--- config.mk ---
export PLATFORM = sky130hd
export DESIGN_NAME = i2c_reg_master
export DESIGN_NICKNAME = d
export VERILOG_FILES = /design/src/rtl/i2c_pkg.sv /design/src/rtl/i2c_phase_gen.sv /design/src/rtl/i2c_reg_master.sv
export SDC_FILE = /design/constraint.sdc
export NUM_CORES = 1
export LEC_CHECK = 0
export BUFFER_PORTS_ARGS = -buffer_cell sky130_fd_sc_hd__buf_2
export CORE_MARGIN = 3
export CORE_UTILIZATION = 40
export DETAILED_ROUTE_END_ITERATION = 12
export HOLD_SLACK_MARGIN = 0.03
export MAX_ROUTING_LAYER = met4
export SYNTH_ARGS = -nofsm -noshare
export SYNTH_HDL_FRONTEND = slang
export SYNTH_SLANG_ARGS = --single-unit
--- constraint.sdc ---
create_clock -name clk -period 2.9 [get_ports clk]
set_input_delay 0.435 -clock clk [delete_from_list [all_inputs] [get_ports clk]]
set_output_delay 0.435 -clock clk [all_outputs]
set_load 0.01 [all_outputs]
--- src/rtl/i2c_pkg.sv ---
// Shared types and default constants for the I2C register master.
// Holds the FSM state enum, the SCL phase enum and the default parameters.
package i2c_pkg;

  localparam int unsigned DefClkDiv  = 125;
  localparam logic [6:0]  DefDevAddr = 7'h20;

  typedef enum logic [3:0] {
    StIdle,
    StStart,
    StTxByte,
    StTxAck,
    StRestart,
    StRxByte,
    StMack,
    StStop,
    StDone
  } state_e;

  // Quarter periods of one SCL bit; SCL is released in the two middle phases.
  typedef enum logic [1:0] {
    PhSetup,
    PhHighA,
    PhHighB,
    PhLow
  } phase_e;

endpackage

--- src/rtl/i2c_phase_gen.sv ---
// SCL quarter-period divider: emits a tick every CLK_DIV clocks and steps a 2-bit phase.
// Held cleared while run_i is low so every transaction starts at phase 0.
module i2c_phase_gen
  import i2c_pkg::*;
#(
  parameter int unsigned CLK_DIV = DefClkDiv
) (
  input  logic   clk_i,
  input  logic   reset_i,
  input  logic   run_i,
  output logic   tick_o,
  output phase_e phase_o
);

  localparam int unsigned CntW   = (CLK_DIV > 1) ? $clog2(CLK_DIV) : 1;
  localparam logic [CntW-1:0] CntMax = CntW'(CLK_DIV - 1);

  logic [CntW-1:0] cnt_q, cnt_d;
  phase_e          phase_q, phase_d;

  always_comb begin
    tick_o  = run_i && (cnt_q == CntMax);
    cnt_d   = cnt_q;
    phase_d = phase_q;
    if (!run_i) begin
      cnt_d   = '0;
      phase_d = PhSetup;
    end else if (tick_o) begin
      cnt_d   = '0;
      phase_d = phase_e'(phase_q + 2'd1);
    end else begin
      cnt_d = cnt_q + CntW'(1);
    end
  end

  always_ff @(posedge clk_i) begin
    if (reset_i) begin
      cnt_q   <= '0;
      phase_q <= PhSetup;
    end else begin
      cnt_q   <= cnt_d;
      phase_q <= phase_d;
    end
  end

  assign phase_o = phase_q;

endmodule

--- src/rtl/i2c_reg_master.sv ---
// I2C master performing single-register writes and reads (with repeated START) on one device.
// SCL and SDA are open-drain: the *_oe outputs pull the line low when set.
module i2c_reg_master
  import i2c_pkg::*;
#(
  parameter int unsigned CLK_DIV  = DefClkDiv,
  parameter logic [6:0]  DEV_ADDR = DefDevAddr
) (
  input  logic       clk,
  input  logic       reset,
  input  logic       start,
  input  logic       read,
  input  logic [7:0] reg_dest,
  input  logic [7:0] data_to_send,
  output logic       scl_oe,
  output logic       sda_oe,
  input  logic       sda_in,
  output logic       busy,
  output logic       done,
  output logic       ack_error,
  output logic [7:0] data_read
);

  state_e     state_q, state_d;
  logic       start_q;
  logic       armed_q;
  logic [2:0] bit_cnt_q, bit_cnt_d;
  logic [7:0] shift_q, shift_d;
  logic [1:0] byte_idx_q, byte_idx_d;
  logic       rd_q, rd_d;
  logic [7:0] reg_q, reg_d;
  logic [7:0] data_q, data_d;
  logic       nack_q, nack_d;
  logic       ack_error_q, ack_error_d;
  logic [7:0] data_read_q, data_read_d;
  logic       scl_oe_q, scl_oe_d;
  logic       sda_oe_q, sda_oe_d;

  logic   tick;
  phase_e phase;
  logic   launch;
  logic   scl_low;
  logic   end_bit;
  logic   sample;

  assign busy = (state_q != StIdle);

  i2c_phase_gen #(
    .CLK_DIV (CLK_DIV)
  ) u_phase_gen (
    .clk_i   (clk),
    .reset_i (reset),
    .run_i   (busy),
    .tick_o  (tick),
    .phase_o (phase)
  );

  // armed_q blocks a start level that was already high when reset released.
  assign launch  = start && !start_q && !busy && armed_q;
  assign scl_low = (phase == PhSetup) || (phase == PhLow);
  assign end_bit = tick && (phase == PhLow);
  assign sample  = tick && (phase == PhHighA);

  always_comb begin
    state_d     = state_q;
    bit_cnt_d   = bit_cnt_q;
    shift_d     = shift_q;
    byte_idx_d  = byte_idx_q;
    rd_d        = rd_q;
    reg_d       = reg_q;
    data_d      = data_q;
    nack_d      = nack_q;
    ack_error_d = ack_error_q;
    data_read_d = data_read_q;
    scl_oe_d    = 1'b0;
    sda_oe_d    = 1'b0;

    unique case (state_q)
      StIdle: begin
        if (launch) begin
          state_d     = StStart;
          rd_d        = read;
          reg_d       = reg_dest;
          data_d      = data_to_send;
          ack_error_d = 1'b0;
          byte_idx_d  = 2'd0;
        end
      end

      StStart: begin
        // SDA falls at the start of the second high phase while SCL is released.
        sda_oe_d = (phase == PhHighB) || (phase == PhLow);
        scl_oe_d = (phase == PhLow);
        if (end_bit) begin
          state_d    = StTxByte;
          shift_d    = {DEV_ADDR, 1'b0};
          bit_cnt_d  = 3'd0;
          byte_idx_d = 2'd0;
        end
      end

      StTxByte: begin
        scl_oe_d = scl_low;
        sda_oe_d = !shift_q[7];
        if (end_bit) begin
          if (bit_cnt_q == 3'd7) begin
            state_d = StTxAck;
          end else begin
            shift_d   = {shift_q[6:0], 1'b0};
            bit_cnt_d = bit_cnt_q + 3'd1;
          end
        end
      end

      StTxAck: begin
        scl_oe_d = scl_low;
        if (sample) begin
          nack_d = sda_in;
        end
        if (end_bit) begin
          bit_cnt_d = 3'd0;
          if (nack_q) begin
            ack_error_d = 1'b1;
            state_d     = StStop;
          end else begin
            unique case (byte_idx_q)
              2'd0: begin
                state_d    = StTxByte;
                shift_d    = reg_q;
                byte_idx_d = 2'd1;
              end
              2'd1: begin
                if (rd_q) begin
                  state_d = StRestart;
                end else begin
                  state_d    = StTxByte;
                  shift_d    = data_q;
                  byte_idx_d = 2'd2;
                end
              end
              2'd2: state_d = rd_q ? StRxByte : StStop;
              default: state_d = StStop;
            endcase
          end
        end
      end

      StRestart: begin
        scl_oe_d = scl_low;
        sda_oe_d = (phase == PhHighB) || (phase == PhLow);
        if (end_bit) begin
          state_d    = StTxByte;
          shift_d    = {DEV_ADDR, 1'b1};
          bit_cnt_d  = 3'd0;
          byte_idx_d = 2'd2;
        end
      end

      StRxByte: begin
        scl_oe_d = scl_low;
        if (sample) begin
          shift_d = {shift_q[6:0], sda_in};
        end
        if (end_bit) begin
          if (bit_cnt_q == 3'd7) begin
            state_d     = StMack;
            data_read_d = shift_q;
          end else begin
            bit_cnt_d = bit_cnt_q + 3'd1;
          end
        end
      end

      StMack: begin
        // SDA stays released: a NACK ends the single-byte read.
        scl_oe_d = scl_low;
        if (end_bit) begin
          state_d = StStop;
        end
      end

      StStop: begin
        // SDA rises at the start of the second high phase while SCL is released.
        scl_oe_d = (phase == PhSetup);
        sda_oe_d = (phase == PhSetup) || (phase == PhHighA);
        if (end_bit) begin
          state_d = StDone;
        end
      end

      StDone: begin
        state_d = StIdle;
      end

      default: begin
        state_d = StIdle;
      end
    endcase
  end

  always_ff @(posedge clk) begin
    if (reset) begin
      state_q     <= StIdle;
      start_q     <= 1'b0;
      armed_q     <= !start;
      bit_cnt_q   <= 3'd0;
      shift_q     <= 8'h00;
      byte_idx_q  <= 2'd0;
      rd_q        <= 1'b0;
      reg_q       <= 8'h00;
      data_q      <= 8'h00;
      nack_q      <= 1'b0;
      ack_error_q <= 1'b0;
      data_read_q <= 8'h00;
      scl_oe_q    <= 1'b0;
      sda_oe_q    <= 1'b0;
    end else begin
      state_q     <= state_d;
      start_q     <= start;
      armed_q     <= armed_q || !start;
      bit_cnt_q   <= bit_cnt_d;
      shift_q     <= shift_d;
      byte_idx_q  <= byte_idx_d;
      rd_q        <= rd_d;
      reg_q       <= reg_d;
      data_q      <= data_d;
      nack_q      <= nack_d;
      ack_error_q <= ack_error_d;
      data_read_q <= data_read_d;
      scl_oe_q    <= scl_oe_d;
      sda_oe_q    <= sda_oe_d;
    end
  end

  assign done      = (state_q == StDone);
  assign ack_error = ack_error_q;
  assign data_read = data_read_q;
  assign scl_oe    = scl_oe_q;
  assign sda_oe    = sda_oe_q;

endmodule

Yosys cells after proc, flatten, opt, wreduce, memory -nomap -nowiden
Cells that the tools add are included.

storage, ports and cells
  bits of input ports = 21
  flip-flop bits (word level) = 57
  output and inout bits = 13
  word-level logic and storage cells = 134

operators by class
  add/subtract/negate cells = 3
  multiplexer cells = 43
  reduce and logical (&&, ||, !) cells = 36
  bitwise operators = 1
  equal/unequal tests = 35

operators with widths
  operator             count
  $mux 8               8
  $pmux 8 s5           1
  $mux 4               9
  $ne 2x2->1 const B   15
  $pmux 4 s7           1
  $eq 4x3->1 const B   4
  $pmux 8 s2           1
  $mux 3               5
  $mux 2               7
  $reduce_and 10->1    1
  $pmux 3 s3           1
  $reduce_and 9->1     1
  $eq 4x2->1 const B   2
  $pmux 2 s4           1
  $reduce_and 4->1     2
  $reduce_and 8->1     1
  $reduce_bool 4->1    2
  $add 7x1->7 const B  1
  $eq 7x7->1 const B   1
  $eq 2x2->1 const B   3
  $logic_and 1x1->1    6
  $ne 2x1->1 const B   3
  $pmux 1 s3           2
  $pmux 3 s2           1
  other kinds (23)     39

Longest topological paths before layout
  depth after elaboration = 6
  gate-level depth with buffers = 8
  gate-level depth less buffers = 7

Cells and area by module
Synthesis repeated with hierarchy kept, for this count alone.

unflattened totals
  cells, all modules = 332
  area total of the unflattened synthesis = 2778.9 um2

by module, submodules not included
  module          cells each  instances  area an instance (um2)  sequential area each (um2)
  i2c_reg_master  287         1          2377.3                  960.9
  i2c_phase_gen   45          1          401.6                   180.2

Least setup slack after synthesis
OpenSTA, ideal clock, no wires.

  kind = register -> register
  start = register u_phase_gen.cnt_q[0]
  end = register shift_q[6]
  path slack = 1127 ps
  path buffers = 1
  stages on the path, launching flop included = 9
  arrival = 1639 ps
  cells stage by stage = dfxtp_1 -> inv_1 -> ha_1 -> nand2_1 -> o21bai_1 -> a2111o_1 -> buf_4 -> a21oi_1 -> a311oi_2

between the ends
  word-level cells in the longest chain between the ends = 5
  elaborated cells between the ends (all ways) = 10
  classes of those cells = eq/ne (6); reduce/logical (4)

RTL lines
  element                                      line                                        text
  start: declaration                           i2c_phase_gen.sv:18                         logic [CntW-1:0] cnt_q, cnt_d;
  start signal: assignment                     i2c_phase_gen.sv:41                         cnt_q <= cnt_d;
  $eq 7x7->1 (*)                               i2c_phase_gen.sv:22                         tick_o = run_i && (cnt_q == CntMax);
  $logic_and 1x1->1 (*)                        i2c_phase_gen.sv:22
  $logic_and 1x1->1, on equally long branches  i2c_reg_master.sv:62, i2c_reg_master.sv:61
  $ne 2x2->1 (no source line)                  --
  $reduce_and 10->1 (no source line) (*)       --
  end signal: assignment                       i2c_reg_master.sv:222                       shift_q <= shift_d;
  end: declaration                             i2c_reg_master.sv:28                        logic [7:0] shift_q, shift_d;

Mark *: on every way between the ends. The rest lies on a longest branch, timed or not.
A chain may end at the register's enable or synchronous reset.

Worst setup path in the final report
  start = register state_q[1]
  end = output port done

between the ends
  word-level cells in the longest chain between the ends = 1

RTL lines
  element                   line                   text
  start: declaration        i2c_reg_master.sv:24   state_e state_q, state_d;
  start signal: assignment  i2c_reg_master.sv:203  state_q <= StIdle;
  start signal: assignment  i2c_reg_master.sv:218  state_q <= state_d;
  $eq 4x4->1                i2c_reg_master.sv:235  assign done = (state_q == StDone);
  end: declaration          i2c_reg_master.sv:19   output logic done,

No other way between the ends.

==> results.json <==
{
  "fin_crit_sh_pct": 80.2,
  "postCtsSetupBuffers": 0,
  "grt_max_degree": 33,
  "drive_gt1_share_pct": 18.4,
  "setup_violations": 0,
  "worstSetupPathType": "reg2out",
  "die_height_um": 90.7,
  "vias_per_cell": 5.26,
  "cpMaxStageDelayCell": "nor3_1",
  "initial_core_util_pct": 41.8,
  "crit_start": "state_q[1]",
  "fin_skew_ns": 0.00476,
  "portBuffers": 33,
  "nNetsFinal": 399,
  "power_density_nw_per_um2": 777,
  "via_count": 2478,
  "clock_path_buffers": 2,
  "die_w_um": 90.7,
  "synth-edff-count": 0,
  "avgSynthCellArea_um2": 8.37,
  "critPathMaxFanout": 18,
  "cts_inserted_buffers": 9,
  "dp_hpwl_mm": 4.62,
  "syn_inst": 343,
  "synth_cell_types": 53,
  "core_um2": 6870,
  "status": "finished clean",
  "diodes": 0,
  "max_cap_violations": 0,
  "dieArea_um2": 8230,
  "ys_seq_area_share_pct": 39.7,
  "fin_setup_tns_ns": 0,
  "globalRouteOverflowTotal": 0,
  "ys_top_cells_by_area": "dfxtp_1 (40%), a21oi_1 (8.2%), nand2_1 (6.1%)",
  "ios": 34,
  "slowest_delay_ns": 0.70,
  "path_cells": "nor3_1 -> and2_1 -> buf_2",
  "holdBufCountCts": 0,
  "worstSetupEndpointType": "output pin",
  "placed_area_um2": 3050,
  "slew_headroom_pct": 50.6,
  "cts.sinks": 57,
  "hp-class": "in2reg",
  "r2r-start": "state_q[1]",
  "antenna_found_initial": 0,
  "fin_crit_ns": 2.33,
  "power.static_leakage_nw": 1.26,
  "worstSkewPairLatency_ns": 0.33,
  "cts_root_buf": "clkbuf_8",
  "worst_slew_pin_slew_ns": 0.736,
  "dr.pass1.iters": 4,
  "max_freq_ghz": 0.430,
  "wl_per_cell_um": 13.5,
  "hold_viol": 0,
  "ys_ff_latch": 57,
  "grt_pass1_wl_mm": 10.5,
  "cts_resized": 0,
  "vdd_drop_max_mv": 0.335,
  "synth_area_leader_cell": "dfxtp_1",
  "drtIter0Drc": 150,
  "rows": 30,
  "hold_path_startpoint": "start",
  "rsz0062_at_grt": "false",
  "slew_violations": 0,
  "path_clk_slew_ns": 0.07,
  "cts_tree": "yes",
  "area_growth_pct": 13.1,
  "worstSetupStartpointType": "flip-flop",
  "synthArstFlopShare_pct": 0,
  "cp.arrival_ns": 1.89,
  "syn_nets": 372,
  "drc": 0,
  "stdcell_area_um2": 3250,
  "synth_flop_cell": "dfxtp_1",
  "path_buf_inv": 1,
  "place.gp.congestion": 0.979,
  "track_usage_pct": 16.0,
  "grt_pass1_vias": 2231,
  "critPathRequiredTime_ns": 2.47,
  "crit_family": "simple AND/OR/NAND/NOR gates",
  "power_w": 0.00252,
  "htree_levels": 3,
  "wirelength_mm": 6.38,
  "final.fill_count": 719,
  "synth.top_cell.area_share_pct": 39.7,
  "drtAntennaViolNets": 0,
  "utilization_pct": 47.3,
  "ys_warn_count": 0,
  "syn_area_um2": 2870
}
## metal layers
layer,share of wire (%),GRT usage [%],up-vias,wire [um]
met5,0,-,-,0
met4,1.6,6.25,0,104
met3,5.7,3.00,10,363
met2,44,23.8,73,2790
met1,49,21.5,1140,3120
li1,-,-,1255,-
## worst reg2reg max path, cell delays in order (launching register included)
cell	delay [ns]
dfxtp_1	0.51
nor3_1	0.70
a2111o_1	0.49
a21oi_1	0.14
a311oi_1	0.27
## stage by stage
step	cells	hold WS [ns]	worst slack, ns
2_1_floorplan	343	0.430	1.13
3_3_place_gp	455	0.440	0.809
4_1_cts	471	0.289	0.587
5_1_grt	471	0.314	0.480
3_5_place_dp	455	0.446	0.768
6_report	471	0.295	0.573
## cell usage after synthesis (all sizes together) (8+ instances only)
library cell	instances
nor2	37
nand2	47
a21oi	50
nor3	12
clkbuf	8
o21ai	8
mux2i	17
inv	10
dfxtp	57
ha	8
buf	15
## layout make-up
class / instances / area [um2] / area share, %
flip-flops and latches: 57 / 1140 / 35.1
clock buffers: 11 / 141 / 4.35
multi-input cells: 253 / 1540 / 47.5
well taps: 96 / 120 / 3.70
repair buffers: 39 / 210 / 6.47
clock inverters: 5 / 53.8 / 1.66
inverters: 10 / 37.5 / 1.16
## sequential cells by signal, summed over array words and instances (netlist names)
| signal | flops |
|---|---|
| scl_oe | 1 |
| reg_q | 8 |
| u_phase_gen.phase_o | 2 |
| data_read | 8 |
| ack_error | 1 |
| state_q | 4 |
| nack_q | 1 |
| start_q | 1 |
| byte_idx_q | 2 |
| armed_q | 1 |
| u_phase_gen.cnt_q | 7 |
| bit_cnt_q | 3 |
| shift_q | 8 |
| rd_q | 1 |
| sda_oe | 1 |
| data_q | 8 |
## where the power goes
group	total, W	internal (W)	leakage (nW)	switching (W)
clock	0.000735	0.000419	0.103	0.000316
combinational	0.000805	0.000311	0.696	0.000493
sequential	0.000984	0.000875	0.463	0.000110
total	0.00252	0.00160	1.26	0.000919
## layout by cell type, fill, tap and decap left out, drive strengths merged, types with 8 or more instances in the layout
master   n
a21oi   50
buf     39
clkbuf  11
dfxtp   57
ha       8
inv     11
mux2i   17
nand2   47
nor2    37
nor3    12
o21ai    8
## final timing paths
path | to | slack, ns | cells after the start
max | done | 0.57 | 3
min | armed_q | 0.30 | 2
max reg2reg | shift_q[3] | 0.71 | 4
min reg2reg | data_q[1] | 0.45 | 2
## cells by family (layout without fill, tap and decap cells)
| group | Yosys count | after routing | share of synthesized area [%] |
|---|---|---|---|
| simple gates | 137 | 137 | 24.1 |
| compound gates | 83 | 83 | 17.8 |
| buf+inv | 33 | 65 | 6.49 |
| mux | 18 | 18 | 6.32 |
| flops | 57 | 57 | 39.7 |
| xor+xnor | 7 | 7 | 2.14 |
| fa+ha+maj | 8 | 8 | 3.49 |
No activity file was read; power rests on OpenSTA's default activity.
